==> src/rtl/mat_ram_ctrl_pkg.sv <==
// mat_ram_ctrl_pkg
// Shared constants and the FSM state type for the matrix RAM sequencer.
//   WORD_LEN   : bits per matrix element
//   MATRIX_DIM : matrix side, N = MATRIX_DIM*MATRIX_DIM words
//   ADDR_BITS  : RAM address width (N must fit)
//   RD_LAT     : RAM edges from address sample to valid q (>= 1)
package mat_ram_ctrl_pkg;

    localparam int WORD_LEN   = 32;
    localparam int MATRIX_DIM = 8;
    localparam int ADDR_BITS  = 7;
    localparam int RD_LAT     = 1;
    localparam int N          = MATRIX_DIM * MATRIX_DIM;

    typedef enum logic [2:0] {
        ST_IDLE    = 3'd0,
        ST_LOAD    = 3'd1,
        ST_RD_ADDR = 3'd2,
        ST_RD_WAIT = 3'd3,
        ST_RD_OUT  = 3'd4
    } state_t;

endpackage

==> src/rtl/mat_ram_ctrl.sv <==
// mat_ram_ctrl
// Sequencer owning the single port of a matrix RAM. A load phase streams one
// N-word matrix into addresses 0..N-1; a read phase fetches one full row per
// RAM access and offers it downstream over valid/ready.
// Ports:
//   clk, rst_n                 clock, asynchronous active-low reset
//   cmd_load, cmd_read         start pulses (accepted only in IDLE)
//   busy                       high whenever not IDLE
//   load_done, read_done       1-cycle completion pulses
//   cmd_err                    1-cycle pulse when a command was dropped
//   in_data/in_valid/in_ready  load word stream
//   row_data/row_idx/row_valid/row_ready  row output stream
//   ram_data/ram_addr/ram_we/ram_q        RAM port
module mat_ram_ctrl
    import mat_ram_ctrl_pkg::*;
(
    input  logic                           clk,
    input  logic                           rst_n,
    input  logic                           cmd_load,
    input  logic                           cmd_read,
    output logic                           busy,
    output logic                           load_done,
    output logic                           read_done,
    output logic                           cmd_err,
    input  logic [WORD_LEN-1:0]            in_data,
    input  logic                           in_valid,
    output logic                           in_ready,
    output logic [WORD_LEN*MATRIX_DIM-1:0] row_data,
    output logic [$clog2(MATRIX_DIM)-1:0]  row_idx,
    output logic                           row_valid,
    input  logic                           row_ready,
    output logic [WORD_LEN-1:0]            ram_data,
    output logic [ADDR_BITS-1:0]           ram_addr,
    output logic                           ram_we,
    input  logic [WORD_LEN*MATRIX_DIM-1:0] ram_q
);

    localparam int RC_W  = $clog2(MATRIX_DIM);
    localparam int LAT_W = $clog2(RD_LAT + 1);
    localparam int ROW_W = WORD_LEN * MATRIX_DIM;

    state_t               state_reg, state_next;
    logic [ADDR_BITS-1:0] wc_reg, wc_next;
    logic [RC_W-1:0]      rc_reg, rc_next;
    logic [LAT_W-1:0]     lat_reg, lat_next;
    logic [ROW_W-1:0]     row_data_reg, row_data_next;
    logic [RC_W-1:0]      row_idx_reg, row_idx_next;
    logic                 row_valid_reg, row_valid_next;
    logic                 load_done_reg, load_done_next;
    logic                 read_done_reg, read_done_next;
    logic                 cmd_err_reg, cmd_err_next;
    logic [ADDR_BITS-1:0] row_base;

    always_ff @(posedge clk or negedge rst_n) begin
        if (!rst_n) begin
            state_reg     <= ST_IDLE;
            wc_reg        <= '0;
            rc_reg        <= '0;
            lat_reg       <= '0;
            row_data_reg  <= '0;
            row_idx_reg   <= '0;
            row_valid_reg <= 1'b0;
            load_done_reg <= 1'b0;
            read_done_reg <= 1'b0;
            cmd_err_reg   <= 1'b0;
        end else begin
            state_reg     <= state_next;
            wc_reg        <= wc_next;
            rc_reg        <= rc_next;
            lat_reg       <= lat_next;
            row_data_reg  <= row_data_next;
            row_idx_reg   <= row_idx_next;
            row_valid_reg <= row_valid_next;
            load_done_reg <= load_done_next;
            read_done_reg <= read_done_next;
            cmd_err_reg   <= cmd_err_next;
        end
    end

    // First word address of the current row.
    assign row_base = ADDR_BITS'(rc_reg) * ADDR_BITS'(MATRIX_DIM);

    always_comb begin
        state_next     = state_reg;
        wc_next        = wc_reg;
        rc_next        = rc_reg;
        lat_next       = lat_reg;
        row_data_next  = row_data_reg;
        row_idx_next   = row_idx_reg;
        row_valid_next = row_valid_reg;
        load_done_next = 1'b0;
        read_done_next = 1'b0;
        // Any command arriving while a phase is running is dropped.
        cmd_err_next   = (state_reg != ST_IDLE) && (cmd_load || cmd_read);
        in_ready       = 1'b0;
        ram_we         = 1'b0;
        ram_addr       = '0;
        ram_data       = '0;

        unique case (state_reg)
            ST_IDLE: begin
                if (cmd_load) begin
                    // Load has priority; a simultaneous read is reported dropped.
                    state_next   = ST_LOAD;
                    wc_next      = '0;
                    cmd_err_next = cmd_read;
                end else if (cmd_read) begin
                    state_next = ST_RD_ADDR;
                    rc_next    = '0;
                end
            end
            ST_LOAD: begin
                in_ready = 1'b1;
                ram_we   = in_valid;
                ram_addr = wc_reg;
                ram_data = in_data;
                if (in_valid) begin
                    if (wc_reg == ADDR_BITS'(N - 1)) begin
                        state_next     = ST_IDLE;
                        wc_next        = '0;
                        load_done_next = 1'b1;
                    end else begin
                        wc_next = wc_reg + ADDR_BITS'(1);
                    end
                end
            end
            ST_RD_ADDR: begin
                ram_addr   = row_base;
                state_next = ST_RD_WAIT;
                lat_next   = LAT_W'(RD_LAT);
            end
            ST_RD_WAIT: begin
                // Address stays on the port until q for it has been captured.
                ram_addr = row_base;
                if (lat_reg <= LAT_W'(1)) begin
                    lat_next       = '0;
                    row_data_next  = ram_q;
                    row_idx_next   = rc_reg;
                    row_valid_next = 1'b1;
                    state_next     = ST_RD_OUT;
                end else begin
                    lat_next = lat_reg - LAT_W'(1);
                end
            end
            ST_RD_OUT: begin
                ram_addr = row_base;
                if (row_ready) begin
                    row_valid_next = 1'b0;
                    if (rc_reg == RC_W'(MATRIX_DIM - 1)) begin
                        state_next     = ST_IDLE;
                        read_done_next = 1'b1;
                    end else begin
                        rc_next    = rc_reg + RC_W'(1);
                        state_next = ST_RD_ADDR;
                    end
                end
            end
            default: begin
                state_next = ST_IDLE;
            end
        endcase
    end

    assign busy      = (state_reg != ST_IDLE);
    assign load_done = load_done_reg;
    assign read_done = read_done_reg;
    assign cmd_err   = cmd_err_reg;
    assign row_data  = row_data_reg;
    assign row_idx   = row_idx_reg;
    assign row_valid = row_valid_reg;

endmodule

==> config.mk <==
export PLATFORM = sky130hd
export DESIGN_NAME = mat_ram_ctrl
export DESIGN_NICKNAME = d
export VERILOG_FILES = /design/src/rtl/mat_ram_ctrl_pkg.sv /design/src/rtl/mat_ram_ctrl.sv
export SDC_FILE = /design/constraint.sdc
export NUM_CORES = 1
export LEC_CHECK = 0
export ABC_AREA = 0
export CAP_MARGIN = 20
export CORE_AREA = 3 3 234 236
export CTS_CLUSTER_SIZE = 28
export DETAILED_ROUTE_END_ITERATION = 16
export DIE_AREA = 0 0 237 239
export PLACE_DENSITY = 0.6
export SLEW_MARGIN = 20
export SYNTH_ARGS = -nofsm -noshare
export SYNTH_HDL_FRONTEND = slang
export SYNTH_SLANG_ARGS = --single-unit
==> constraint.sdc <==
create_clock -name clk -period 2.6 [get_ports clk]
set_input_delay 0.39 -clock clk [delete_from_list [all_inputs] [get_ports clk]]
set_output_delay 0.39 -clock clk [all_outputs]
set_load 0.02 [all_outputs]
# Word level (Yosys, flattened, before mapping)
# Index checks and enable logic that the tools add are counted.
# word_totals
reg_bits	277
input_bits	294
output_inout_bits	305
# classes
addsub	3
magnitude_cmp	1
n_eq_ne	15
n_mux	34
reduce_logical	14
# op_table
operator	count
$mux W32	1
$mux W3	10
$pmux W7 S2	2
$mux W7	3
$ne A2 B2 Y1 const B	8
$pmux W3 S5	1
$mux W1	13
$reduce_and A5 Y1	2
$reduce_bool A2 Y1	4
$add A7 B1 Y7 const B	1
$eq A7 B6 Y1 const B	1
$eq A3 B2 Y1 const B	2
$eq A3 B3 Y1 const B	2
$pmux W3 S2	1
$reduce_and A3 Y1	2
$pmux W1 S2	2
$add A3 B1 Y3 const B	1
$eq A3 B1 Y1 const B	1
$logic_not A3 Y1	1
$ne A3 B3 Y1 const B	1
$reduce_bool A3 Y1	1
$reduce_or A3 Y1	1
$mux W2	1
$reduce_and A2 Y1	1
4 further kinds	4

# Longest topological paths before layout
# Gate-level depths: netlist of run 1.
# depth
ltp_word	4
depth_mapped	7
ltp_nobuf	6

# Worst setup path before layout of run 1
# No wires, ideal clock.
# synth_path
kind	flip-flop to output port
start	register state_reg[2]
end	output port ram_addr[6]
arrival_time_ns	1.422
t_required_ns	2.210
path_slack_ns	0.788
path_stages_with_launch	6
n_path_buf	1
cell_sequence	dfrtp_1 nor2_1 nand2_1 inv_1 clkbuf_1 and2_1
# synth_via
elab_chain_cells	3
# synth_rtl
element	line	rtl
start: declaration	mat_ram_ctrl.sv:42	state_t state_reg, state_next;
start signal: assignment	mat_ram_ctrl.sv:67	state_reg <= state_next;
$eq A3 B3 Y1 or $eq A3 B2 Y1 (tied branches)	mat_ram_ctrl.sv:100	unique case (state_reg)
$reduce_or A3 Y1 (no source line)	n/a	
$pmux W7 S2 (*)	mat_ram_ctrl.sv:100	
end: declaration	mat_ram_ctrl.sv:33	output logic [ADDR_BITS-1:0] ram_addr,
# Mark *: on every way between the ends. The rest lies on a longest branch, timed or not.

# Final worst setup path of run 1
# layout_path
start	register state_reg[2]
end	output port busy
# layout_via
elab_chain_cells	1
# layout_rtl
element	line	rtl
$reduce_bool A3 Y1	mat_ram_ctrl.sv:164	assign busy = (state_reg != ST_IDLE);
end: declaration	mat_ram_ctrl.sv:21	output logic busy,
# Every way passes these cells.

==> results of run 1 <==
cell usage in the layout, fill, tap and decap left out, types with 2 or more instances in the layout:
| master | count |
|---|---|
| sky130_fd_sc_hd__dfrtp_1 | 274 |
| sky130_fd_sc_hd__clkbuf_16 | 31 |
| sky130_fd_sc_hd__nand2_1 | 14 |
| sky130_fd_sc_hd__nand2b_1 | 2 |
| sky130_fd_sc_hd__clkdlybuf4s50_1 | 556 |
| sky130_fd_sc_hd__inv_6 | 2 |
| sky130_fd_sc_hd__bufinv_16 | 3 |
| sky130_fd_sc_hd__clkbuf_1 | 7 |
| sky130_fd_sc_hd__nor3_1 | 2 |
| sky130_fd_sc_hd__dfrtp_2 | 2 |
| sky130_fd_sc_hd__buf_4 | 21 |
| sky130_fd_sc_hd__mux2_2 | 241 |
| sky130_fd_sc_hd__a22oi_1 | 3 |
| sky130_fd_sc_hd__ha_1 | 3 |
| sky130_fd_sc_hd__inv_1 | 5 |
| sky130_fd_sc_hd__and3_1 | 3 |
| sky130_fd_sc_hd__o22ai_1 | 2 |
| sky130_fd_sc_hd__dlygate4sd2_1 | 39 |
| sky130_fd_sc_hd__nand3b_1 | 3 |
| sky130_fd_sc_hd__mux2i_1 | 3 |
| sky130_fd_sc_hd__clkbuf_8 | 8 |
| sky130_fd_sc_hd__buf_12 | 6 |
| sky130_fd_sc_hd__a21oi_1 | 3 |
| sky130_fd_sc_hd__and2_1 | 38 |
| sky130_fd_sc_hd__mux2_1 | 8 |
| sky130_fd_sc_hd__nor2b_1 | 2 |
| sky130_fd_sc_hd__a21o_1 | 2 |
| sky130_fd_sc_hd__clkinv_2 | 6 |
| sky130_fd_sc_hd__mux2_4 | 9 |
| sky130_fd_sc_hd__o21ai_0 | 11 |
cells by family after synthesis:
group           synth area share
flops                      0.636
mux                        0.274
simple gates              0.0383
buf+inv                   0.0299
compound gates            0.0175
fa+ha+maj                0.00438
per-layer routing:
metal | up-vias | wire length, um | global-route usage
li1 | 3657 | - | -
met1 | 3875 | 12800 | 0.128
met2 | 379 | 17700 | 0.209
met3 | 41 | 3310 | 0.0404
met4 | 2 | 600 | 0.0282
met5 | - | 11 | 0
where the power goes:
part	internal [mW]	switching, mW
logic	6.52	5.76
clock network	2.71	1.75
registers	6.47	1.16
total	15.7	8.67
stage by stage:
step | cells | hold WS, ns | utilization
2_1_floorplan | 683 | 0.0944 | -
3_3_place_gp | 1961 | 0.431 | 0.336
3_5_place_dp | 1961 | 0.428 | 0.336
4_1_cts | 2019 | 0.385 | 0.355
5_1_grt | 2019 | 0.400 | 0.355
6_report | 2019 | 0.412 | 0.355
worst max-delay path by stage:
| stage | startpoint | endpoint | slack, ns |
|---|---|---|---|
| detailed placement | state_reg[1] | ram_we | 0.29 |
| finish | state_reg[2] | busy | 0.09 |
| global placement | state_reg[1] | ram_we | 0.32 |
| CTS | state_reg[1] | ram_we | 0.02 |
| global route | state_reg[1] | ram_addr[6] | 0.005 |
| floorplan | state_reg[2] | ram_addr[6] | 0.79 |
repair_timing:
action,CTS,global route
buffers inserted,0,0
hold endpoints to repair,51,0
resized for setup,44,5
hold buffers,1,0
endpoints found under the setup margin,41,22
area by class of cell:
| cell class | count | area share |
|---|---|---|
| Sequential cell | 276 | 0.369 |
| Timing Repair Buffer | 627 | 0.333 |
| Multi-Input combinational cell | 366 | 0.194 |
| Clock buffer | 46 | 0.0488 |
| Tap cell | 688 | 0.0460 |
| Clock inverter | 11 | 0.00736 |
| Inverter | 5 | 0.00100 |
worst max-delay path: stages (launching register included):
cell	delay [ns]
sky130_fd_sc_hd__dfrtp_1	0.38
sky130_fd_sc_hd__buf_4	0.19
sky130_fd_sc_hd__or3_1	0.41
sky130_fd_sc_hd__clkdlybuf4s50_1	0.58
==> run metrics, run 1 <==
first-iteration detailed-routing DRC count=175; Crit. End Element=primary output; Clock Latency Late Sink=about 0.56 ns; Final setup violation count=0; depth of the most critical reg-to-reg path=5; most used standard cells in the synthesized netlist=276 x sky130_fd_sc_hd__dfrtp_1, 241 x sky130_fd_sc_hd__mux2_2, 38 x sky130_fd_sc_hd__and2_1, 20 x sky130_fd_sc_hd__buf_6, 14 x sky130_fd_sc_hd__nand2_1; worst supply voltage drop on vdd=0.695 mV; clock tree from TritonCTS=yes; outcome=finished clean; Final Max Slew Viols=0; cell leakage power=7.86 nW; kind of start point of the critical path=register; H-tree depth=1; vias in the first global route=8666; share of the yosys chip area belonging to registers=0.636; initial antenna violation count=1; number of register bits inferred by synthesis=~280; largest net degree at the start of global routing=about 70; layout overhead on the synthesized area=72.3%; vertical extent of the die=239 um; number of CTS-inserted buffers=31; Final Cycle Share=0.964; WP data required=about 2.2 ns; area taken by multi-input logic gates=approximately 3600 um2; share of layout cells above drive strength 1=0.252; Gate Count Post-Synth=approximately 680; Non-Filler Cell Area, Final=between 15000 and 20000 um2; placer congestion estimate=0.778; number of enable flip-flop cells after synthesis=0; WP data arrival=2.12 ns; Tightest Pin Transition=roughly 0.6 ns; vias per inst=a little under 4; initial cell density of the core=0.206; primary flip-flop cell chosen by synthesis mapping=sky130_fd_sc_hd__dfrtp_1; Top Ports=about 600; count of endpoints failing hold in the final timing report=0; area of all sequential standard cells=a little under 7000 um2; number of nets in the layout=approximately 1600; setup repair after global routing missed its margin=false; share of the synthesized area in the top cell type=0.636; final total power=about 24 mW; FF-to-FF setup slack=approximately 0.67 ns; chip width=between 200 and 250 um; Clock Pin Slew Worst Setup and Hold Paths=~0.06 ns; worst-case clock skew=0.00864 ns; type of the tightest min-delay check=input port to async pin; number of distinct standard cells referenced by the synthesized netlist=38; iteration count of the initial detailed-routing pass=4; number of sinks driven by the clock tree=276; remaining antenna violation count=0; final worst setup slack=between 0.09 and 0.1 ns; top cell type by total area after synthesis=sky130_fd_sc_hd__dfrtp_1; Slew Limit Headroom=0.607; routed via count=7954; main area contributors after synthesis=sky130_fd_sc_hd__dfrtp_1 64%, sky130_fd_sc_hd__mux2_2 25%, sky130_fd_sc_hd__and2_1 2.2%; time the worst path needs with I/O delays and setup=approximately 2.5 ns; synth warn=0; number of remaining DRC errors=0; Floorplan Core Area=about 53000 um2; Mapped Avg Cell Area=between 15 and 20 um2; timing-limited maximum frequency=about 400 MHz; Die ar.=approximately 57000 um2; Post-Syn Nets=~1000; category of the most critical setup path=register to primary output; num rows=84; clock tree root buffer cell=sky130_fd_sc_hd__clkbuf_16; worst r2r src=state_reg[2]; worst setup slack after placement=roughly 0.29 ns; dominant cell by count in the synthesized netlist=sky130_fd_sc_hd__dfrtp_1; final routed wire length divided by cell count=approximately 17 um; max-cap violations=0; Cell Pwr Density=roughly 1300 nW/um2; Crit Reg-Reg Endpoint=row_data[34]; global-route usage over all layers=0.115; Total Negative Setup Slacks=0 ns; Synth async-reset ratio=1.00; post-DP HPWL=26700 um; fill cell count=between 5000 and 6000; highest net fanout along the worst path=16; max reg flops=between 200 and 300; Max Buffers Root-to-Sink=3; Port-buffer cells=roughly 600; first-pass GRT wire length=51600 um; placement-stage cell area=17700 um2; Netlist Area Pre-Place=between 10000 and 15000 um2; Antenna diodes=0; total length of routed wires=34400 um; GR Overflow Total=0
(Power assumes the default switching activity.)
==> inputs of run 2 (changes only) <==
--- a/config.mk
+++ b/config.mk
@@ -7,11 +7,13 @@
 export LEC_CHECK = 0
 export ABC_AREA = 0
 export CAP_MARGIN = 20
+export CELL_PAD_IN_SITES_DETAIL_PLACEMENT = 2
+export CELL_PAD_IN_SITES_GLOBAL_PLACEMENT = 2
 export CORE_AREA = 3 3 234 236
-export CTS_CLUSTER_SIZE = 28
+export CTS_CLUSTER_SIZE = 30
 export DETAILED_ROUTE_END_ITERATION = 16
 export DIE_AREA = 0 0 237 239
-export PLACE_DENSITY = 0.6
+export PLACE_DENSITY = 0.81
 export SLEW_MARGIN = 20
 export SYNTH_ARGS = -nofsm -noshare
 export SYNTH_HDL_FRONTEND = slang
==> run 2 against run 1 <==
Effect of this change:
- utilization up 0.23 points
- routed wire length up 30%
- sequential cell count unchanged
- fmax up 0.59%
- largest cell class unchanged
- highest routed layer unchanged
- critical endpoint unchanged
- sequential power up 2%
- clock skew up 0.011 ns
- via count up 4.1%
- die area unchanged
- global-route usage up 3.7 points
- first-iteration DRC count up 43%
==> run metrics, run 2 (synthesized netlist as in run 1, its figures left out) <==
outcome=finished clean; Final setup violation count=0 (unchanged); max-cap violations=0 (unchanged); vias per inst=4.10 (+4.1%); kind of start point of the critical path=register; Crit. End Element=primary output; highest net fanout along the worst path=16 (unchanged); core occupancy in the finished layout=0.357 (+0.00233); routed via count=8282 (+4.1%); met3 Use GR=0.0561 (+0.0157); Crit path largest cell delay=0.59 ns (about the same); initial antenna violation count=4 (+3); placer congestion estimate=0.751 (-3.4%); Floorplan Core Area=52700 um2 (unchanged); most common cell after layout, fill and taps aside=sky130_fd_sc_hd__clkdlybuf4s50_1; Die ar.=56600 um2 (unchanged); first-iteration detailed-routing DRC count=250 (+43%); type of the tightest min-delay check=input port to async pin; Clock Latency Late Sink=0.53 ns (-0.03 ns); setup repair after global routing missed its margin=false; largest net degree at the start of global routing=69 (-2.8%); number of CTS-inserted buffers=36 (+16%); Clock Pin Slew Worst Setup and Hold Paths=0.05 ns (about the same); timing-limited maximum frequency=401 MHz (+0.59%); num rows=84 (unchanged); clock tree root buffer cell=sky130_fd_sc_hd__clkbuf_16; initial cell density of the core=0.206 (unchanged); Buf+Inv Stages, Crit Path=2 (unchanged); H-tree depth=2 (+1); Total Negative Setup Slacks=0 ns (unchanged); final routed wire length divided by cell count=22.2 um (+30%); layout overhead on the synthesized area=73.4%; Final Cycle Share=0.958 (-0.00565); post-DP HPWL=34400 um (+29%); category of the most critical setup path=register to primary output; number of sinks driven by the clock tree=276 (unchanged); area taken by multi-input logic gates=3620 um2 (about the same); slowest library cell on the worst path=sky130_fd_sc_hd__clkdlybuf4s50_1; Max Buffers Root-to-Sink=3 (unchanged); highest-count cells in the layout ignoring fill and taps=556 x sky130_fd_sc_hd__clkdlybuf4s50_1, 276 x sky130_fd_sc_hd__dfrtp_1, 241 x sky130_fd_sc_hd__mux2_2; worst-case clock skew=0.0200 ns (+0.0114 ns); global-route usage over all layers=0.152 (+0.0365); number of nets in the layout=1606 (+0.12%); Port-buffer cells=598 (unchanged); cell-by-cell trace of the critical path=buf_4 -> or3_1 -> clkdlybuf4s50_1; worst supply voltage drop on vdd=0.575 mV (-17%); count of endpoints failing hold in the final timing report=0 (unchanged); time the worst path needs with I/O delays and setup=2.49 ns (-0.0147 ns); grt met1 use=0.152 (+0.0235); Cell Pwr Density=1350 nW/um2 (+3.9%); final hold slack=0.427 ns (+0.0143 ns); first-pass GRT wire length=64900 um (+26%); number of remaining DRC errors=0 (unchanged); global-route layer with the greatest usage=met2; WP data required=2.21 ns (about the same); remaining antenna violation count=0 (unchanged); Top Ports=599 (unchanged); Tightest Pin Transition=0.611 ns (+0.0214 ns); final worst setup slack=0.109 ns (+0.0147 ns); area of all sequential standard cells=6910 um2 (about the same); Final Max Slew Viols=0 (unchanged); worst setup slack after placement=0.307 ns (+0.0183 ns); total length of routed wires=44800 um (+30%); chip width=237 um (unchanged); met2 track demand over resource=0.289 (+0.0793); share of layout cells above drive strength 1=0.249 (-0.00357); cell family contributing the most delay on the critical path=buffers and inverters; Slew Limit Headroom=0.593 (-0.0143); GR Overflow Total=0 (unchanged); clock tree from TritonCTS=yes; vertical extent of the die=239 um (unchanged); WP data arrival=2.10 ns (-0.02 ns); placed cell count=1958 (-0.15%); cell leakage power=7.91 nW (+0.55%); non-filler instance count after layout=2019 (unchanged); vias in the first global route=9761 (+13%); fill cell count=5302 (+3.2%); iteration count of the initial detailed-routing pass=4 (unchanged); max reg flops=256 (unchanged)
run 2: worst paths after layout:
kind | end | from | slack, ns | cells past startpoint
worst max-delay path | busy | state_reg[2] | 0.11 | 3
worst min-delay path | wc_reg[3] | rst_n | 0.43 | 2
worst max register to register | row_data[247] | state_reg[2] | 0.60 | 5
worst min register to register | row_idx[1] | row_idx[1] | 0.49 | 2
max in group asynchronous | row_data[21] | rst_n | 1.38 | 3
min in group clk | row_data[190] | ram_q[190] | 0.45 | 2
run 2: worst reg2reg max path, cell delays in order, from the launching register on:
cell                       delay (ns)
sky130_fd_sc_hd__dfrtp_1         0.35
sky130_fd_sc_hd__buf_4           0.21
sky130_fd_sc_hd__nand3b_1        0.25
sky130_fd_sc_hd__buf_12          0.26
sky130_fd_sc_hd__buf_4           0.42
sky130_fd_sc_hd__mux2_2          0.40
run 2: timing repair:
item	in CTS	in global routing
setup endpoints to repair	41	7
endpoints found under the hold margin	57	0
gates resized for setup	42	7
hold buffers	1	0
setup buffers	0	0
run 2: power breakdown:
| part | total [mW] | switching (mW) | internal [mW] | leakage [nW] |
|---|---|---|---|---|
| Clock | 4.95 | 1.89 | 3.06 | 0.572 |
| Combinational | 12.8 | 6.23 | 6.54 | 4.09 |
| Sequential | 7.77 | 1.29 | 6.48 | 3.25 |
| Total | 25.5 | 9.41 | 16.1 | 7.91 |
run 2: metal layers:
metal / up-vias / part of all wire / wire length [um]
met4: 6 / 0.029 / 1300
met1: 4165 / 0.34 / 15300
met5: - / 0.0010 / 45
met2: 388 / 0.54 / 24400
met3: 74 / 0.084 / 3760
li1: 3649 / - / -
run 2: cell type report:
cell class	count	share of cell area
inverter	5	0.000997
clock buffer	53	0.0572
timing repair buffer	624	0.331
antenna	1	0.000133
sequential	276	0.367
multi-input combinational	366	0.193
tap	688	0.0457
clock inverter	6	0.00518
run 2: per-stage QoR:
step / cell area (um2) / power [mW]
4_1_cts: 18800 / 26.0
2_1_floorplan: 10900 / 14.0
3_3_place_gp: 17700 / 20.3
3_5_place_dp: 17700 / 20.9
5_1_grt: 18800 / 26.8
6_report: 18800 / 25.5
